<file path="src/rtl/conv_pkg.sv">
// Shared definitions for the convolution datapath: default geometry,
// the window builder state encoding and the window flat-offset helper.
package conv_pkg;

   localparam int DEF_DATA_WIDTH  = 16;
   localparam int DEF_IMAGE_SIZE  = 16;
   localparam int DEF_KERNEL_SIZE = 3;
   localparam int DEF_ADDR_SIZE   = 4;

   typedef enum logic [1:0] {
      IDLE = 2'd0,
      FILL = 2'd1,
      RUN  = 2'd2
   } wb_state_t;

   // Bit offset of window element (r,c); r=0 is the oldest row, c=0 the leftmost column.
   function automatic int win_idx(input int r, input int c, input int k, input int dw);
      return (r * k + c) * dw;
   endfunction

endpackage

</file>
<file path="src/rtl/window_builder_line_buffer.sv">
// One image line of storage for the window builder. Single address shared by
// the write and read ports; the read returns the value held before this
// cycle's write, so a chain of these shifts a column down by one row per accept.
module line_buffer
   import conv_pkg::*;
#(
   parameter int IMAGE_SIZE = DEF_IMAGE_SIZE,
   parameter int DATA_WIDTH = DEF_DATA_WIDTH,
   parameter int ADDR_SIZE  = DEF_ADDR_SIZE
)(
   input  logic                  clk,
   input  logic                  i_we,
   input  logic [ADDR_SIZE-1:0]  i_addr,
   input  logic [DATA_WIDTH-1:0] i_wdata,
   output logic [DATA_WIDTH-1:0] o_rdata
);

   logic [DATA_WIDTH-1:0] r_mem [IMAGE_SIZE];

   assign o_rdata = r_mem[i_addr];

   // Line storage is data only, never reset; overwritten before it is ever used.
   always_ff @(posedge clk) begin
      if (i_we) begin
         r_mem[i_addr] <= i_wdata;
      end
   end

endmodule

</file>
<file path="src/rtl/window_builder.sv">
// Sliding-window generator: turns a row-major pixel stream into
// KERNEL_SIZE x KERNEL_SIZE windows with valid/ready on both sides.
// Optional feature macro: WINDOW_BUILDER_ERR_EN adds sticky protocol error
// flags err_no_sof and err_mid_sof (absent in the default build).
module window_builder
   import conv_pkg::*;
#(
   parameter int IMAGE_SIZE  = DEF_IMAGE_SIZE,
   parameter int KERNEL_SIZE = DEF_KERNEL_SIZE,
   parameter int DATA_WIDTH  = DEF_DATA_WIDTH,
   parameter int ADDR_SIZE   = DEF_ADDR_SIZE
)(
   input  logic                                        clk,
   input  logic                                        rst,
   input  logic                                        in_valid,
   output logic                                        in_ready,
   input  logic [DATA_WIDTH-1:0]                       in_data,
   input  logic                                        in_sof,
   output logic                                        out_valid,
   input  logic                                        out_ready,
   output logic [KERNEL_SIZE*KERNEL_SIZE*DATA_WIDTH-1:0] out_window,
   output logic [ADDR_SIZE-1:0]                        out_row,
   output logic [ADDR_SIZE-1:0]                        out_col,
   output logic                                        out_eof
`ifdef WINDOW_BUILDER_ERR_EN
   ,
   output logic                                        err_no_sof,
   output logic                                        err_mid_sof
`endif
);

   localparam int                   WIN_W   = KERNEL_SIZE * KERNEL_SIZE * DATA_WIDTH;
   localparam logic [ADDR_SIZE-1:0] LP_KM1  = ADDR_SIZE'(KERNEL_SIZE - 1);
   localparam logic [ADDR_SIZE-1:0] LP_LAST = ADDR_SIZE'(IMAGE_SIZE - 1);

   wb_state_t             r_state, w_state_nx;
   logic [ADDR_SIZE-1:0]  r_row, r_col, w_row_nx, w_col_nx;
   logic [ADDR_SIZE-1:0]  w_px_row, w_px_col;
   logic                  w_accept, w_store, w_emit, w_last;

   logic                  r_out_valid, r_out_eof;
   logic [ADDR_SIZE-1:0]  r_out_row, r_out_col;
   logic [WIN_W-1:0]      r_win;

   logic [DATA_WIDTH-1:0] w_lb_wd  [KERNEL_SIZE-1];
   logic [DATA_WIDTH-1:0] w_lb_rd  [KERNEL_SIZE-1];
   logic [DATA_WIDTH-1:0] w_colvec [KERNEL_SIZE];

   // An input accept is only possible when the output slot is empty or
   // being drained this cycle, so a pending window is never overwritten.
   assign in_ready = rst && (!r_out_valid || out_ready);
   assign w_accept = in_valid && in_ready;

   assign out_valid  = r_out_valid;
   assign out_window = r_win;
   assign out_row    = r_out_row;
   assign out_col    = r_out_col;
   assign out_eof    = r_out_eof;

   // Chained line buffers: line[0] takes the new pixel, line[k] takes line[k-1].
   for (genvar k = 0; k < KERNEL_SIZE - 1; k++) begin : g_lb
      if (k == 0) begin : g_head
         assign w_lb_wd[k] = in_data;
      end else begin : g_tail
         assign w_lb_wd[k] = w_lb_rd[k-1];
      end
      line_buffer #(
         .IMAGE_SIZE (IMAGE_SIZE),
         .DATA_WIDTH (DATA_WIDTH),
         .ADDR_SIZE  (ADDR_SIZE)
      ) u_line (
         .clk     (clk),
         .i_we    (w_store),
         .i_addr  (w_px_col),
         .i_wdata (w_lb_wd[k]),
         .o_rdata (w_lb_rd[k])
      );
   end

   // Column vector, top (oldest row) to bottom (incoming pixel).
   for (genvar r = 0; r < KERNEL_SIZE - 1; r++) begin : g_col
      assign w_colvec[r] = w_lb_rd[KERNEL_SIZE-2-r];
   end
   assign w_colvec[KERNEL_SIZE-1] = in_data;

   // State, row and column registers.
   always_ff @(posedge clk) begin
      if (!rst) begin
         r_state <= IDLE;
         r_row   <= '0;
         r_col   <= '0;
      end else begin
         r_state <= w_state_nx;
         r_row   <= w_row_nx;
         r_col   <= w_col_nx;
      end
   end

   // Next state, coordinate advance, and store/emit decisions for this accept.
   always_comb begin
      w_state_nx = r_state;
      w_row_nx   = r_row;
      w_col_nx   = r_col;
      w_px_row   = r_row;
      w_px_col   = r_col;
      w_store    = 1'b0;
      w_emit     = 1'b0;
      w_last     = 1'b0;
      if (w_accept) begin
         if (in_sof) begin
            // Start-of-frame always restarts at (0,0), whatever the state.
            w_store    = 1'b1;
            w_px_row   = '0;
            w_px_col   = '0;
            w_row_nx   = '0;
            w_col_nx   = ADDR_SIZE'(1);
            w_state_nx = FILL;
         end else if (r_state != IDLE) begin
            w_store = 1'b1;
            w_emit  = (r_row >= LP_KM1) && (r_col >= LP_KM1);
            w_last  = (r_row == LP_LAST) && (r_col == LP_LAST);
            if (w_last) begin
               w_row_nx   = '0;
               w_col_nx   = '0;
               w_state_nx = IDLE;
            end else begin
               if (r_col == LP_LAST) begin
                  w_col_nx = '0;
                  w_row_nx = r_row + ADDR_SIZE'(1);
               end else begin
                  w_col_nx = r_col + ADDR_SIZE'(1);
               end
               if ((r_row == LP_KM1) && (r_col == '0)) begin
                  w_state_nx = RUN;
               end
            end
         end
      end
   end

   // Window shift register: older columns move left, the new column enters at c=K-1.
   always_ff @(posedge clk) begin
      if (w_store) begin
         for (int r = 0; r < KERNEL_SIZE; r++) begin
            for (int c = 0; c < KERNEL_SIZE; c++) begin
               if (c == KERNEL_SIZE - 1) begin
                  r_win[win_idx(r, c, KERNEL_SIZE, DATA_WIDTH) +: DATA_WIDTH] <= w_colvec[r];
               end else begin
                  r_win[win_idx(r, c, KERNEL_SIZE, DATA_WIDTH) +: DATA_WIDTH] <=
                     r_win[win_idx(r, c + 1, KERNEL_SIZE, DATA_WIDTH) +: DATA_WIDTH];
               end
            end
         end
      end
   end

   // Output slot: load on an emitting accept, clear once drained, hold under backpressure.
   always_ff @(posedge clk) begin
      if (!rst) begin
         r_out_valid <= 1'b0;
         r_out_eof   <= 1'b0;
         r_out_row   <= '0;
         r_out_col   <= '0;
      end else if (w_emit) begin
         r_out_valid <= 1'b1;
         r_out_eof   <= w_last;
         r_out_row   <= w_px_row - LP_KM1;
         r_out_col   <= w_px_col - LP_KM1;
      end else if (out_ready) begin
         r_out_valid <= 1'b0;
         r_out_eof   <= 1'b0;
      end
   end

`ifdef WINDOW_BUILDER_ERR_EN
   logic r_err_no_sof, r_err_mid_sof;

   // Sticky protocol flags, cleared only by reset.
   always_ff @(posedge clk) begin
      if (!rst) begin
         r_err_no_sof  <= 1'b0;
         r_err_mid_sof <= 1'b0;
      end else begin
         if (w_accept && !in_sof && (r_state == IDLE)) begin
            r_err_no_sof <= 1'b1;
         end
         if (w_accept && in_sof && (r_state != IDLE)) begin
            r_err_mid_sof <= 1'b1;
         end
      end
   end

   assign err_no_sof  = r_err_no_sof;
   assign err_mid_sof = r_err_mid_sof;
`endif

endmodule

</file>
<file path="config.mk">
export PLATFORM = sky130hd
export DESIGN_NAME = window_builder
export DESIGN_NICKNAME = d
export VERILOG_FILES = /design/src/rtl/conv_pkg.sv /design/src/rtl/window_builder_line_buffer.sv /design/src/rtl/window_builder.sv
export SDC_FILE = /design/constraint.sdc
export NUM_CORES = 1
export LEC_CHECK = 0
export CAP_MARGIN = 15
export CORE_ASPECT_RATIO = 1.75
export CORE_MARGIN = 3
export CORE_UTILIZATION = 41
export CTS_CLUSTER_DIAMETER = 150
export DETAILED_ROUTE_END_ITERATION = 10
export GPL_TIMING_DRIVEN = 0
export PLACE_DENSITY = 0.56
export SKIP_LAST_GASP = 1
export SYNTH_ARGS = -nofsm -noshare
export SYNTH_HDL_FRONTEND = slang
export SYNTH_SLANG_ARGS = --single-unit
</file>
<file path="constraint.sdc">
create_clock -name clk -period 8.6 [get_ports clk]
set_input_delay 0.86 -clock clk [delete_from_list [all_inputs] [get_ports clk]]
set_output_delay 0.86 -clock clk [all_outputs]
set_load 0.01 [all_outputs]
</file>
==> run summary, run 1 <==
The worst reg2reg path depth is 10. Post-cts repair resize count: 0. The min-delay analysis places its worst path in the category reg -> reg. CTS built an H-tree with a depth of 2. The post-synthesis sequential element count was 676. The global placer's final weighted congestion is 0.877. The first routing iteration left 878 violations. After floorplanning, the core was sized to cover 60600 µm². In this run, post-CTS hold repair placed 0 buffers. The critical path start-end classification is reg -> reg. The hold slack came out at 444 ps.

The portion of the clock cycle consumed by the worst path in the final layout was 0.422. The share of Yosys cell area claimed by the top area cell type was 0.778. The flow ran to the end, and the final reports show no timing, DRC or antenna violations. The number of vias per cell came out at 5.46.

The cell area that synthesis handed to floorplanning was 25300 µm². The tools report the post-layout utilization of the core as 0.507. For the final count of hold timing violations, the log shows 0. The global-route wire length before repair is 91200 µm, and the maximum clock path buffer count is 3. The final global-route overflow total is 0.

Critical path launch point type: a flop. For the number of antenna violations at the first check in global routing, the log shows 0. Clock-pin slew of the registers on the worst-case setup and hold paths: 70 ps. The number of enable flip-flop cells after synthesis is 656. The most frequent cell after synthesis was sky130_fd_sc_hd__edfxtp_1. STA puts the critical path data required time at 8920 ps. Along the worst hold path, the cell count comes to 0. The number of antenna diodes in the final layout is 0.

The top-level I/O count was 176; the total of buffers placed on input and output ports was 173. The width of the die came out at 194 µm. Among all flip-flop cells after synthesis, the most frequent one is sky130_fd_sc_hd__edfxtp_1. Summed over all failing endpoints, the final setup total negative slack is 0 ps.

The sequential cell area fraction in the yosys report came out at 0.794. In this run the clock root is driven by a sky130_fd_sc_hd__clkbuf_16. The area overhead of the layout relative to synthesis was 21.3%. For the pin with the worst max-slew slack, the measured transition is 1100 ps.

The run gives 0.418 as the initial standard-cell utilization of the core. Sorting the synthesized cells by area gives the leading types as sky130_fd_sc_hd__edfxtp_1 78%, sky130_fd_sc_hd__mux2i_1 4.1%, sky130_fd_sc_hd__mux4_2 3.9%. Share of flip-flops with an asynchronous set or reset: 0. The netlist uses 59 different library cells. The tools report the all-layer global routing usage as 0.188.

Average instance area after synthesis: 18.9 µm². The portion of total power attributed to sequential cells is 0.560. The switching portion of total power came out at 0.207.

Type of element capturing the critical path: a flop. Measured along the y axis, the die boundary spans 335 µm. The post-synthesis net count is 1367. For this design, the sink count on the clock tree is 676. The maximum fanout along the worst path is 10. Setup repair after global routing left no endpoint under its margin.

The worst path meets setup with 4970 ps of slack. At the worst endpoint, the arrival time is 3950 ps. The internal portion of the total power is 5210 µW. Counting the buffers created by CTS gives 60. Derived from the worst setup path, the maximum achievable clock frequency is 275 MHz. The commonest cells after synthesis are 656 x sky130_fd_sc_hd__edfxtp_1, 103 x sky130_fd_sc_hd__mux2i_1, 68 x sky130_fd_sc_hd__a21oi_1. The run gives 94 as the largest net degree at the start of global routing.

Of all cell types, the one taking the most synthesized area is sky130_fd_sc_hd__edfxtp_1. Between clock sinks in the finished design, the worst skew comes to 15.7 ps. The run gives 64900 µm² as the die area. The clock latency at the later pin of the worst-skew pair is 620 ps, and the final wirelength is 61900 µm. Max-slew violation count: 0.

Number of warnings reported in the yosys synthesis log: 0. The logs give 0 for the number of nets with antenna violations after routing and 0 for the post-CTS setup buffer count. Setup violations remaining at the end of the flow were counted as 0. The part of the total power dissipated in the clock network is 0.399, and the net switching component of the power is 1360 µW. Combinational fraction of design power: 0.041. At the end of the flow, the number of nets in the layout was 1639. The power density normalized to cell area was 214 nW/µm²; the time the worst path needs with I/O delays and setup was 3630 ps.

Average detailed-routed wire length per instance: 25.3 µm. The detailed-router iteration count before antenna repair came out at 5. Fraction of layout instances using a drive strength above 1: 0.162.

The floorplan has 119 rows. The peak supply drop was 0.161 mV; the placed wire-length estimate after detailed placement was 42200 µm. In the routed design, unresolved DRC markers number 0. Post-layout total power: 6570 µW.

Summing over every cut layer, the via total after detailed routing is 13400. The tools report the number of max-cap violations as 0. Summed over all cells, the static leakage comes to 0.00964 µW. Instance count of the mapped netlist: 1339.

The number of global-route vias before repair came out at 14000. The headroom to the max-slew limit is 0.261. TritonCTS built the clock tree. The tools report the post-placement worst setup slack as 4420 ps.
path summary, 6_finish.rpt:
path	startpoint	to	slack, ps
worst max-delay path	r_col[1]	g_lb[1].u_line.r_mem[14][8]	4970
worst min register to register	out_window[88]	out_window[72]	440
worst max register to register	r_col[1]	g_lb[1].u_line.r_mem[14][8]	4970
worst min-delay path	out_window[88]	out_window[72]	440
layer usage:
layer  GRT usage  up-vias  wire [µm]
met3      0.0277      174       2960
met2       0.363      448      34400
met1       0.199     6840      21500
li1            -     5915          -
met4      0.0933        0       3140
met5           0        -          0
cells by family after synthesis:
family,Yosys count,synth area share
DFF,676,0.794
AOI/OAI and AO/OA,223,0.0610
muxes,164,0.0874
and+or+nand+nor,164,0.0303
buffers and inverters,99,0.0217
adders and majority gates,7,0.00346
xor gates and xnor gates,6,0.00208
metrics by stage:
stage,instances,cell area [µm²]
finish,2448,30700
global route,2448,30700
CTS,2448,30700
detailed placement,2335,28800
global placement,2298,28000
floorplan,1339,25300
final cells by class:
type / instances / area [µm²]
clock inverters: 38 / 288
repair buffers: 210 / 2330
flip-flops and latches: 676 / 20100
inverters: 27 / 106
plain buffers: 72 / 447
clock buffers: 75 / 1620
fillers: 4967 / 29900
well taps: 786 / 983
multi-input cells: 564 / 4820
cell usage in the layout (no fill, tap or decap), types with 11 or more instances in the layout:
cell type / n
sky130_fd_sc_hd__buf_4: 11
sky130_fd_sc_hd__mux2i_1: 103
sky130_fd_sc_hd__nor2_1: 53
sky130_fd_sc_hd__clkdlybuf4s50_1: 173
sky130_fd_sc_hd__inv_1: 24
sky130_fd_sc_hd__clkinv_2: 14
sky130_fd_sc_hd__mux4_2: 44
sky130_fd_sc_hd__clkbuf_16: 61
sky130_fd_sc_hd__dfxtp_1: 20
sky130_fd_sc_hd__a21o_1: 14
sky130_fd_sc_hd__nand2_1: 38
sky130_fd_sc_hd__o221ai_1: 17
sky130_fd_sc_hd__a211oi_1: 14
sky130_fd_sc_hd__clkbuf_1: 27
sky130_fd_sc_hd__a22oi_1: 47
sky130_fd_sc_hd__clkinv_1: 15
sky130_fd_sc_hd__mux2_2: 17
sky130_fd_sc_hd__buf_6: 27
sky130_fd_sc_hd__nand3_1: 24
sky130_fd_sc_hd__edfxtp_1: 656
sky130_fd_sc_hd__o2111ai_1: 13
sky130_fd_sc_hd__buf_2: 27
sky130_fd_sc_hd__a31oi_1: 20
sky130_fd_sc_hd__a21oi_1: 65
sequential cells by signal (all words and copies together), names as in the netlist:
register           count
out_window           144
out_valid              1
out_eof                1
out_col                4
r_col                  4
r_state                2
out_row                4
r_row                  4
g_lb.u_line.r_mem    512
power groups by stage:
| stage | Combinational (µW) | Sequential (µW) | Clock [µW] |
|---|---|---|---|
| floorplan | 104 | 3760 | 0 |
| global placement | 256 | 3750 | 0 |
| detailed placement | 274 | 3750 | 0 |
| CTS | 274 | 3680 | 2690 |
| global route | 289 | 3680 | 2810 |
| finish | 269 | 3680 | 2620 |
critical path, cell delays in order (launching register included):
cell,delay [ps]
sky130_fd_sc_hd__dfxtp_1,370
sky130_fd_sc_hd__buf_6,140
sky130_fd_sc_hd__buf_12,170
sky130_fd_sc_hd__buf_12,160
sky130_fd_sc_hd__buf_6,230
sky130_fd_sc_hd__buf_4,260
sky130_fd_sc_hd__buf_4,230
sky130_fd_sc_hd__nand4_1,380
sky130_fd_sc_hd__nor3_2,950
sky130_fd_sc_hd__buf_8,240
sky130_fd_sc_hd__buf_6,170
(Power assumes the default switching activity.)
==> run 2: changes to the inputs <==
- clock period: 8.6 -> 3.7 ns (I/O delays scaled with it)
==> run summary, run 2 (same netlist as run 1, synthesis figures left out) <==
TritonCTS buffer count: 60 (unchanged). The flip-flop count of the largest register, all copies and words added is 512 (unchanged). The clock-pin slew of the registers on the worst-case setup and hold paths was 70 ps (about the same). The worst flop-to-flop path endpoint is g_lb[0].u_line.r_mem[9][10] (was g_lb[1].u_line.r_mem[14][8]).

The width of the die came out at 194 µm (unchanged). Most frequent cells in the layout: 656 x sky130_fd_sc_hd__edfxtp_1, 173 x sky130_fd_sc_hd__clkdlybuf4s50_1, 103 x sky130_fd_sc_hd__mux2i_1 (unchanged). The critical path depth in cells came out at 6 (was 10). The peak per-stage delay on the critical path came out at 760 ps (was 950 ps). The switching portion of total power is 0.204 (was 0.207), and the peak supply drop is 0.342 mV (was 0.161 mV).

The number of hold buffers added after cts was 0 (unchanged). Setup repair after global routing left no endpoint under its margin. Number of antenna violations at the first check in global routing: 0 (unchanged). The average detailed-routed wire length per instance is 25.5 µm (was 25.3 µm), and the headroom to the max-slew limit is 0.302 (was 0.261).

The tools report the net switching component of the power as 3080 µW (was 1360 µW). Total core area: 60600 µm² (unchanged). The tools report the number of nets in the finished design as 1634 (was 1639). The post-placement worst setup slack came out at 10.0 ps (was 4420 ps). The critical path start-end classification is reg -> reg (unchanged).

The cell type of the slowest stage on the worst timing path was sky130_fd_sc_hd__nor2b_1 (was sky130_fd_sc_hd__nor3_2). The part of the total power dissipated in the clock network came out at 0.393 (was 0.399). The clock tree skew after final layout was 10.9 ps (was 15.7 ps); the initial standard-cell utilization of the core was 0.418 (unchanged). The run gives 0 ps (unchanged) as the total negative slack. The logs give 91300 µm (was 91200 µm) for the global-route wire length before repair and 0.189 (was 0.188) for the all-layer global routing usage. Fraction of layout instances using a drive strength above 1: 0.152 (was 0.162). The total of buffers placed on input and output ports is 173 (unchanged).

The maximum fanout along the worst path was 17 (was 10). The required time of the worst setup path was 4010 ps (was 8920 ps). The portion of the clock cycle consumed by the worst path in the final layout is 0.962 (was 0.422). Worst path cell trace: buf_2, nor2b_1, clkbuf_1, nand2_1, nor2_4, buf_16 (was buf_6, buf_12, buf_12, buf_6, buf_4, buf_4, nand4_1, nor3_2, buf_8, buf_6). The run gives 30700 µm² (about the same) as the cell area after layout.

For the top-level I/O count, the log shows 176 (unchanged). The tools report the achievable clock frequency as 281 MHz (was 275 MHz). The run gives 3870 ps (was 3950 ps) as the data arrival time of the critical path.

The max-slew violation count was 0 (unchanged); the overall die height was 335 µm (unchanged). The tools report the detailed-router iteration count before antenna repair as 6 (was 5). The destination of the critical timing path is g_lb[0].u_line.r_mem[9][10] (was g_lb[1].u_line.r_mem[14][8]). The count of buffer and inverter cells on the critical path came out at 3 (was 8). The number of vias per cell is 5.45 (was 5.46). The largest net degree at the start of global routing is 92 (was 94), and the transition time of the tightest slew-check pin is 1040 ps (was 1100 ps).

The worst reg-to-reg setup slack was 140 ps (was 4970 ps); the die area was 64900 µm² (unchanged). For the count of final setup violators, the log shows 0 (unchanged). The worst min-delay path class is in -> reg (was reg -> reg). The power density normalized to cell area is 493 nW/µm² (was 214 nW/µm²), and the final count of hold timing violations is 0 (unchanged). The tools report the startpoint of the most critical register-to-register path as r_col[2] (was r_col[1]). The global placer's final weighted congestion came out at 0.866 (was 0.877). The tools report the post-cts repair resize count as 0 (unchanged). For the number of max-cap violations, the log shows 0 (unchanged). The placed wire-length estimate after detailed placement came out at 42100 µm (was 42200 µm). The worst setup path startpoint was r_col[2] (was r_col[1]).

Kind of cell adding the most delay to the critical path: simple AND/OR/NAND/NOR gates (was buffers and inverters). Clock tree root driver cell: sky130_fd_sc_hd__clkbuf_16 (unchanged). The largest register by flop count was g_lb.u_line.r_mem (unchanged). For the hold slack, the log shows 106 ps (was 444 ps). The run gives 0 (unchanged) as the total inserted antenna cells.

The number of placement rows was 119 (unchanged); the placed cell area was 28800 µm² (about the same). The tools report the deepest level of the CTS H-tree as 2 (unchanged). For the number of global-route vias before repair, the log shows 14000 (about the same).

TritonCTS built the clock tree. The tools report the portion of total power attributed to sequential cells as 0.566 (was 0.560). The time the worst path needs with I/O delays and setup works out to 3560 ps (was 3630 ps). Area overhead of the layout relative to synthesis: 21.1% (was 21.3%). The CTS sink count came out at 676 (unchanged). The flow ran to the end, and the final reports show no timing, DRC or antenna violations.

The smallest setup slack after layout was 139 ps (was 4970 ps). The total vias in the final route was 13300 (was 13400); the leakage power was 0.00960 µW (was 0.00964 µW). Design internal power: 12000 µW (was 5210 µW).

The depth of the worst hold-timing path works out to 2 (was 0). The critical path launch point type is a flop (unchanged). The type of element capturing the critical path was a flop (unchanged). The logs give 0 (unchanged) for the final global-route overflow total and 3 (unchanged) for the maximum clock path buffer count. The most frequent standard cell in the layout excluding fill and tap cells is sky130_fd_sc_hd__edfxtp_1 (unchanged).

The tools report the remaining routing DRC violations as 0 (unchanged). The final wirelength was 62200 µm (was 61900 µm). The worst reg2reg path depth was 6 (was 10).

The run gives 892 (was 878) as the number of DRC violations after detailed-routing iteration 0. The combinational fraction of design power was 0.041 (about the same); the number of nets with antenna violations after routing was 0 (unchanged). For the clock latency at the later pin of the worst-skew pair, the log shows 610 ps (was 620 ps).
[run 2: cell types whose count changed in the layout (fill, tap and decap cells not counted), sizes merged]
cell	change
clkinv	-9
buf	-5
clkbuf	+4
clkinvlp	-2
inv	-1
[run 2: cell type report]
class	instances	area (µm²)
sequential	676	20100
inverter	27	106
buffer	72	447
timing repair buffer	205	2370
fill	4968	29900
tap	786	983
clock buffer	79	1590
clock inverter	26	220
multi-input combinational	564	4840
[run 2: how the worst min path moves through the flow]
stage / startpoint / end
global placement: out_window[78] / out_window[62]
global route: rst / r_state[0]
floorplan: in_data[0] / g_lb[0].u_line.r_mem[0][0]
CTS: rst / out_col[0]
detailed placement: out_window[75] / out_window[59]
finish: rst / r_state[0]
[run 2: power by group through the flow]
stage	registers (µW)	logic [µW]	clock network, µW
floorplan	8740	241	0
global placement	8720	592	0
detailed placement	8710	632	0
CTS	8550	634	6080
global route	8550	667	6360
finish	8550	620	5940
[run 2: through the flow]
step	utilization	power, µW	std cells
after floorplan	-	8980	1339
after global placement	0.463	9310	2298
after detailed placement	0.476	9340	2328
after CTS	0.506	15300	2433
after global routing	0.506	15600	2435
final	0.506	15100	2435
[run 2: worst register-to-register path, cell delays in order (launching register included)]
cell and delay [ps]:
sky130_fd_sc_hd__dfxtp_1 310, sky130_fd_sc_hd__buf_2 190, sky130_fd_sc_hd__nor2b_1 760, sky130_fd_sc_hd__clkbuf_1 590, sky130_fd_sc_hd__nand2_1 420, sky130_fd_sc_hd__nor2_4 720, sky130_fd_sc_hd__buf_16 250
[run 2: timing repair]
item / CTS / global route
buffers inserted: 0 / 2
hold endpoints to repair: 0 / 0
endpoints found under the setup margin: 0 / 21
[run 2: routing by layer]
metal / vias up / wire (µm) / global-route usage
met1: 6829 / 21900 / 0.204
met4: 0 / 2590 / 0.0769
li1: 5904 / - / -
met2: 397 / 35100 / 0.372
met3: 148 / 2610 / 0.0249
met5: - / 0 / 0
